$ cat config.mk
export PLATFORM = sky130hd
export DESIGN_NAME = collision_sequencer
export DESIGN_NICKNAME = d
export VERILOG_FILES = /design/src/rtl/game_pkg.sv /design/src/rtl/corner_gen.sv /design/src/rtl/collision_sequencer.sv
export SDC_FILE = /design/constraint.sdc
export NUM_CORES = 1
export LEC_CHECK = 0
export CAP_MARGIN = 20
export CORE_AREA = 2 2 78 80
export CTS_CLUSTER_DIAMETER = 50
export CTS_CLUSTER_SIZE = 30
export DETAILED_ROUTE_END_ITERATION = 12
export DIE_AREA = 0 0 80 82
export HOLD_SLACK_MARGIN = 0.05
export PLACE_DENSITY = 0.74
export RECOVER_POWER = 25
export SLEW_MARGIN = 40
export SYNTH_ARGS = -nofsm -noshare
export SYNTH_HDL_FRONTEND = slang
export SYNTH_SLANG_ARGS = --single-unit
$ cat constraint.sdc
create_clock -name clk -period 4.1 [get_ports clk]
set_input_delay 0.82 -clock clk [delete_from_list [all_inputs] [get_ports clk]]
set_output_delay 0.82 -clock clk [all_outputs]
set_load 0.05 [all_outputs]
$ cat src/rtl/game_pkg.sv
`default_nettype none
// ============================================================================
//  Module      : game_pkg
//  Description : Shared screen geometry, tile-map constants, corner index
//                encoding and sequencer state encoding for the sprite
//                collision logic.
//  Revision    : 1.0 - initial release
// ============================================================================
package game_pkg;

    // Visible screen origin in raw pixel coordinates
    localparam int LEFT       = 143;
    localparam int TOP        = 34;

    // Tile map geometry: 32x32 pixel tiles, 20 columns x 15 rows
    localparam int TILE_SHIFT = 5;
    localparam int COL_MAX    = 19;
    localparam int ROW_MAX    = 14;

    // Coordinate widths: screen address and the carry-extended corner sum
    localparam int COORD_W    = 10;
    localparam int SUM_W      = 11;

    // Corner index encoding: bit0 selects the right edge, bit1 the bottom edge
    localparam logic [1:0] CORNER_TL = 2'd0;
    localparam logic [1:0] CORNER_TR = 2'd1;
    localparam logic [1:0] CORNER_BL = 2'd2;
    localparam logic [1:0] CORNER_BR = 2'd3;
    localparam int CORNER_RIGHT_BIT  = 0;
    localparam int CORNER_BOTTOM_BIT = 1;

    // Sequencer state encoding
    typedef logic [1:0] state_t;
    localparam state_t ST_IDLE  = 2'd0;
    localparam state_t ST_PROBE = 2'd1;
    localparam state_t ST_DONE  = 2'd2;

endpackage : game_pkg
`default_nettype wire

$ cat src/rtl/corner_gen.sv
`default_nettype none
// ============================================================================
//  Module      : corner_gen
//  Description : Combinational corner address generator. Produces the screen
//                coordinate of one bounding-box corner of a sprite at
//                (px_i, py_i) and flags when the 11-bit sum wrapped past the
//                10-bit screen address range.
//  Ports       : px_i, py_i  - sprite top-left corner
//                idx_i       - corner select (TL, TR, BL, BR)
//                cx_o, cy_o  - truncated 10-bit corner coordinate
//                ovf_o       - x or y sum carried into bit 10
//  Revision    : 1.0 - initial release
// ============================================================================
module corner_gen
    import game_pkg::*;
#(
    parameter int SPRITE_W = 32,
    parameter int SPRITE_H = 32
) (
    input  logic [COORD_W-1:0] px_i,
    input  logic [COORD_W-1:0] py_i,
    input  logic [1:0]         idx_i,
    output logic [COORD_W-1:0] cx_o,
    output logic [COORD_W-1:0] cy_o,
    output logic               ovf_o
);

    localparam logic [SUM_W-1:0] C_DX = SUM_W'(SPRITE_W - 1);
    localparam logic [SUM_W-1:0] C_DY = SUM_W'(SPRITE_H - 1);

    logic [SUM_W-1:0] w_sum_x;
    logic [SUM_W-1:0] w_sum_y;

    assign w_sum_x = {1'b0, px_i} + (idx_i[CORNER_RIGHT_BIT]  ? C_DX : '0);
    assign w_sum_y = {1'b0, py_i} + (idx_i[CORNER_BOTTOM_BIT] ? C_DY : '0);

    assign cx_o  = w_sum_x[COORD_W-1:0];
    assign cy_o  = w_sum_y[COORD_W-1:0];
    assign ovf_o = w_sum_x[SUM_W-1] | w_sum_y[SUM_W-1];

endmodule : corner_gen
`default_nettype wire

$ cat src/rtl/collision_sequencer.sv
`default_nettype none
// ============================================================================
//  Module      : collision_sequencer
//  Description : Probes the four bounding-box corners of a sprite against a
//                single-port tile-map collision bit, one corner per cycle, and
//                reports per-corner solid flags. A corner whose address
//                overflows the screen range is reported as solid.
//  Ports       : clk, rst        - clock, synchronous active-high reset
//                start, px, py   - probe request and proposed position
//                map_x, map_y    - registered tile-map address
//                map_data        - solid bit for (map_x, map_y), same cycle
//                busy, done      - probe in flight / one-cycle result strobe
//                hit, any_hit    - per-corner flags {BR,BL,TR,TL} and their OR
//  Revision    : 1.0 - initial release
// ============================================================================
module collision_sequencer
    import game_pkg::*;
#(
    parameter int SPRITE_W = 32,
    parameter int SPRITE_H = 32
) (
    input  logic               clk,
    input  logic               rst,
    input  logic               start,
    input  logic [COORD_W-1:0] px,
    input  logic [COORD_W-1:0] py,
    output logic [COORD_W-1:0] map_x,
    output logic [COORD_W-1:0] map_y,
    input  logic               map_data,
    output logic               busy,
    output logic               done,
    output logic [3:0]         hit,
    output logic               any_hit
);

    state_t             state_q, state_d;
    logic [COORD_W-1:0] px_q, py_q;
    logic [1:0]         idx_q;
    logic [COORD_W-1:0] map_x_q, map_y_q;
    logic               ovf_q;
    logic [3:0]         hit_q;

    logic               w_accept;
    logic [COORD_W-1:0] w_cg_px, w_cg_py;
    logic [1:0]         w_cg_idx;
    logic [COORD_W-1:0] w_cx, w_cy;
    logic               w_ovf;

    // The DONE->IDLE edge also samples start exactly as IDLE does, so a
    // held start retriggers every five cycles without an idle gap. The
    // done strobe itself is never extended or repeated by start.
    assign w_accept = start && ((state_q == ST_IDLE) || (state_q == ST_DONE));

    // On acceptance the first corner comes straight from the live inputs;
    // afterwards only the latched position is used.
    assign w_cg_px  = w_accept ? px        : px_q;
    assign w_cg_py  = w_accept ? py        : py_q;
    assign w_cg_idx = w_accept ? CORNER_TL : idx_q + 2'd1;

    corner_gen #(
        .SPRITE_W (SPRITE_W),
        .SPRITE_H (SPRITE_H)
    ) u_corner_gen (
        .px_i  (w_cg_px),
        .py_i  (w_cg_py),
        .idx_i (w_cg_idx),
        .cx_o  (w_cx),
        .cy_o  (w_cy),
        .ovf_o (w_ovf)
    );

    // ---------------------------------------------------------------- state
    always_ff @(posedge clk) begin
        if (rst) begin
            state_q <= ST_IDLE;
        end else begin
            state_q <= state_d;
        end
    end

    always_comb begin
        state_d = state_q;
        case (state_q)
            ST_IDLE:  if (w_accept) state_d = ST_PROBE;
            ST_PROBE: if (idx_q == CORNER_BR) state_d = ST_DONE;
            ST_DONE:  state_d = w_accept ? ST_PROBE : ST_IDLE;
            default:  state_d = ST_IDLE;
        endcase
    end

    always_comb begin
        busy = 1'b0;
        done = 1'b0;
        case (state_q)
            ST_PROBE: busy = 1'b1;
            ST_DONE: begin
                busy = 1'b1;
                done = 1'b1;
            end
            default: ;
        endcase
    end

    // ------------------------------------------------------------- datapath
    always_ff @(posedge clk) begin
        if (rst) begin
            px_q    <= '0;
            py_q    <= '0;
            idx_q   <= '0;
            map_x_q <= '0;
            map_y_q <= '0;
            ovf_q   <= 1'b0;
            hit_q   <= '0;
        end else if (w_accept) begin
            px_q    <= px;
            py_q    <= py;
            idx_q   <= CORNER_TL;
            map_x_q <= w_cx;
            map_y_q <= w_cy;
            ovf_q   <= w_ovf;
            hit_q   <= '0;
        end else if (state_q == ST_PROBE) begin
            // map_data belongs to the corner currently on map_x/map_y
            hit_q[idx_q] <= map_data | ovf_q;
            idx_q        <= idx_q + 2'd1;
            if (idx_q != CORNER_BR) begin
                map_x_q <= w_cx;
                map_y_q <= w_cy;
                ovf_q   <= w_ovf;
            end
        end
    end

    assign map_x   = map_x_q;
    assign map_y   = map_y_q;
    assign hit     = hit_q;
    assign any_hit = |hit_q;

endmodule : collision_sequencer
`default_nettype wire

==> Implementation_results.wiki <==
{| class="wikitable"
! Metric !! Value
|-
| Power spent charging and discharging nets || 0.424 mW
|-
| Final Max Tran Viols || 0
|-
| Global-route usage over all layers || 0.222
|-
| CTS H-tree lvls || 2
|-
| Dpl hpwl || 4.82 mm
|-
| Total gr overflow || 0
|-
| Largest family of logic cells by synthesized area || simple AND/OR/NAND/NOR gates
|-
| Final net count || 417
|-
| Sink Count || 49
|-
| Clock network fraction of design power || 0.240
|-
| Count of buffers inserted at the top-level ports || 50
|-
| Main flop type after synthesis || dfxtp_1
|-
| Post-synth net total || 369
|-
| Vias in the first global route || 2486
|-
| Cell family with the largest share of critical-path delay || compound AO/OA/AOI/OAI gates
|-
| Share of synthesized area occupied by flip-flops and latches || 0.359
|-
| Transition at the pin with the smallest max-transition slack || 538 ps
|-
| Worst Hold Slack || 462 ps
|-
| Fin. Hold Viols || 0
|-
| Clk_skew || 8.63 ps
|-
| Critical path depth in cells || 11
|-
| Number of synthesized register bits || 49
|-
| Internal power || 0.774 mW
|-
| Worst EP required || 4350 ps
|-
| Setup repair after global routing missed its margin || false
|-
| Result of the run || finished clean
|-
| Count of hold buffers inserted by post-cts repair || 0
|-
| Endpoint arrival time on the critical path || 3880 ps
|-
| Die outline area || 6560 sq um
|-
| Sequential Area || 981 sq um
|-
| Sequential group share of total power || 0.449
|-
| Initial core utilization || 0.476
|-
| Reg2reg start || state_q[0]$_SDFFE_PP0P_
|-
| Number of clock buffers inserted by TritonCTS || 5
|-
| Commonest cells post-synth || 53 x nand2_1, 49 x dfxtp_1, 34 x a21oi_1, 25 x nor2_1, 14 x ha_1
|-
| Slowest library cell on the worst path || dlygate4sd3_1
|-
| Synth Area in Compound Gates || 0.210
|-
| Proportion of layout cells with a drive suffix above 1 || 0.0660
|-
| Clock-pin slew on the worst setup and hold paths || 90 ps
|-
| Async set or reset register ratio after synthesis || 0
|-
| Synth cell types || 52
|-
| Post-synthesis share of cell area spent on xor and xnor gates || 0.0449
|-
| Number of enable-type register cells in the synthesized netlist || 0
|-
| Number of vias per cell || 5.61
|-
| Clock latency on the worst-skew pair || 310 ps
|-
| Number of instances in the synthesized netlist || 330
|-
| Antenna violations before repair || 0
|-
| CTS-repair resized insts || 0
|-
| Mux contribution to synthesized area || 0.0494
|-
| Count of cells along the worst register-to-register path || 12
|-
| Start point of the critical path || start
|-
| DIE WIDTH || 80 um
|-
| ANT cells || 0
|-
| First-pass GRT wire length || 11.5 mm
|-
| Layout Area Growth over Synthesis || 24.0%
|-
| Detail-routed net length per standard cell || 14.7 um
|-
| Hold depth || 2
|-
| Most area-hungry cell type in the Yosys netlist || dfxtp_1
|-
| Number of nets with antenna violations after detailed routing || 0
|-
| Top post-synthesis cells by area || dfxtp_1 36%, nand2_1 7.3%, ha_1 6.4%, a21oi_1 6.2%, mux2i_1 4.4%
|-
| Class of the most critical setup path || in2reg
|-
| Pre-Repair DR Iteration Count || 4
|-
| TritonCTS clock tree || done
|-
| Startpoint Class || input pin
|-
| Post-CTS setup-driven buffer insertion count || 0
|-
| Die extent in y || 82 um
|-
| Relative slew slack || 0.639
|-
| Average size of a mapped cell || 8.28 sq um
|-
| Final worst path period need || 3630 ps
|-
| Max capacitance violation total || 0
|-
| Core ar. || 5750 sq um
|-
| Origin of the worst min-delay path || map_y[6]$_SDFFE_PP0P_
|-
| Fmax || 276 MHz
|-
| CP Capture Type || flop
|-
| Clock root buffer || clkbuf_8
|-
| Maximum number of pins on one net before global-route repair || 43
|-
| Routability cong. || 0.913
|-
| Longest Clk Path Bufs || 2
|-
| Tightest Hold Check Type || reg2reg
|-
| DRC viols || 0
|-
| Crit-path max cell delay || 630 ps
|-
| Sum Neg Setup Slack || 0 ps
|-
| Total number of vias || 2547
|-
| Top-Level Pins || 51
|-
| Worst ir drop on vdd || 0.230 mV
|-
| Simple-gate share of the synthesized area || 0.226
|-
| Post-route clock period utilization || 0.885
|-
| Combinational share of power || 0.311
|-
| Post-route total power || 1.20 mW
|-
| Area occupied by multi-input gates || 1650 sq um
|-
| Total wire length || 6.69 mm
|-
| Setup Viol. Count Final || 0
|-
| DRC marker count from the first detailed-route iteration || 184
|-
| Series of cell instances along the critical path || dlygate4sd3_1, o21a_1, nand2_1, nand2_1, ha_1, a21oi_1, o21ai_0, o311ai_0, nand2_1, or4_1, nand4_1
|-
| Fill cell instance count of the final layout || 578
|-
| Maximum fanout encountered on the critical timing path || 11
|-
| Total number of placement rows || 28
|-
| CP Buf/Inv Count || 1
|-
| Top-area cell type share of the netlist area || 0.359
|-
| YS warnings || 0
|-
| Leakage power || 1.33 nW
|-
| Areal power density over the cells || 353 nW/um^2
|-
| Cell with the most instances after synthesis || nand2_1
|-
| Final standard cell utilization of the core || 0.590
|-
| Mapped cell area || 2730 sq um
|-
| Switching share of total power || 0.354
|-
| Top cell by count, worst path || nand2_1
|-
| Adder-cell share of the synthesized area || 0.0714
|}
## worst paths after layout
kind,to,slack (ps)
min reg2reg,map_y[6]$_SDFFE_PP0P_,460
max,map_y[7]$_SDFFE_PP0P_,470
min,map_y[6]$_SDFFE_PP0P_,460
max reg2reg,map_y[7]$_SDFFE_PP0P_,720
## power by group through the flow
| stage | Clock [mW] | Sequential (mW) | Combinational, mW |
|---|---|---|---|
| final | 0.287 | 0.538 | 0.373 |
| after floorplan | 0 | 0.620 | 0.182 |
| after CTS | 0.295 | 0.538 | 0.374 |
| after global placement | 0 | 0.548 | 0.368 |
| after detailed placement | 0 | 0.549 | 0.373 |
| after global routing | 0.309 | 0.543 | 0.405 |
## layout make-up
type / count / area share
well taps: 75 / 0.0277
clock buffers: 5 / 0.0203
clock inverters: 3 / 0.00517
repair buffers: 59 / 0.165
multi-input cells: 257 / 0.485
inverters: 6 / 0.00664
flip-flops and latches: 49 / 0.289
## per-stage QoR
stage / cells / setup WS [ps] / cell area, sq um
2_1_floorplan: 330 / 389 / 2730
3_3_place_gp: 446 / 350 / 3310
3_5_place_dp: 446 / 235 / 3310
4_1_cts: 454 / 547 / 3400
5_1_grt: 454 / 234 / 3390
6_report: 454 / 473 / 3390
## layer usage
metal | part of all wire | global-route usage | wire length (um) | vias up
met1 | 0.46 | 0.297 | 3070 | 1187
met2 | 0.48 | 0.363 | 3180 | 59
met5 | 0 | 0 | 0 | -
met3 | 0.046 | 0.0319 | 305 | 12
met4 | 0.020 | 0.0864 | 133 | 0
li1 | - | - | - | 1289
## logic make-up after synthesis
group / Yosys count
AO/OA/AOI/OAI: 85
AND/OR/NAND/NOR: 130
multiplexers: 13
buffers and inverters: 24
XOR/XNOR: 14
adder cells (fa/ha/maj): 15
flip-flops: 49
## tightest hold or removal path, cell delays in order, from the launching register on
cell and delay, ps:
dfxtp_1 320, nand2_1 50, a21oi_1 50
## placed cells by master, fill, tap and decap left out, types with 4 or more instances in the layout
cell	synthesis	final
a311oi_1	5	5
nand3_1	7	7
nor2b_1	5	5
dfxtp_1	49	49
a21oi_1	34	34
clkbuf_8	0	5
xnor2_1	10	10
and3_1	5	5
o211ai_1	5	5
nor3_1	6	6
nand2_1	53	53
ha_1	14	14
o21ai_0	11	11
inv_1	6	6
mux2i_1	12	12
xor2_1	4	4
a31oi_1	9	9
nor2_1	25	25
or3_1	5	5
buf_4	1	7
clkdlybuf4s50_1	0	49
nand4_1	9	9
nor4_1	4	4
or4_1	4	4
## registers in the layout, summed over array words and instances, names as in the netlist, named ones only
name and cells:
hit 4, idx_q 2, map_x 10, map_y 10, ovf_q 1, px_q 8, py_q 9, state_q 2
Power figures use the tool's default switching activity.
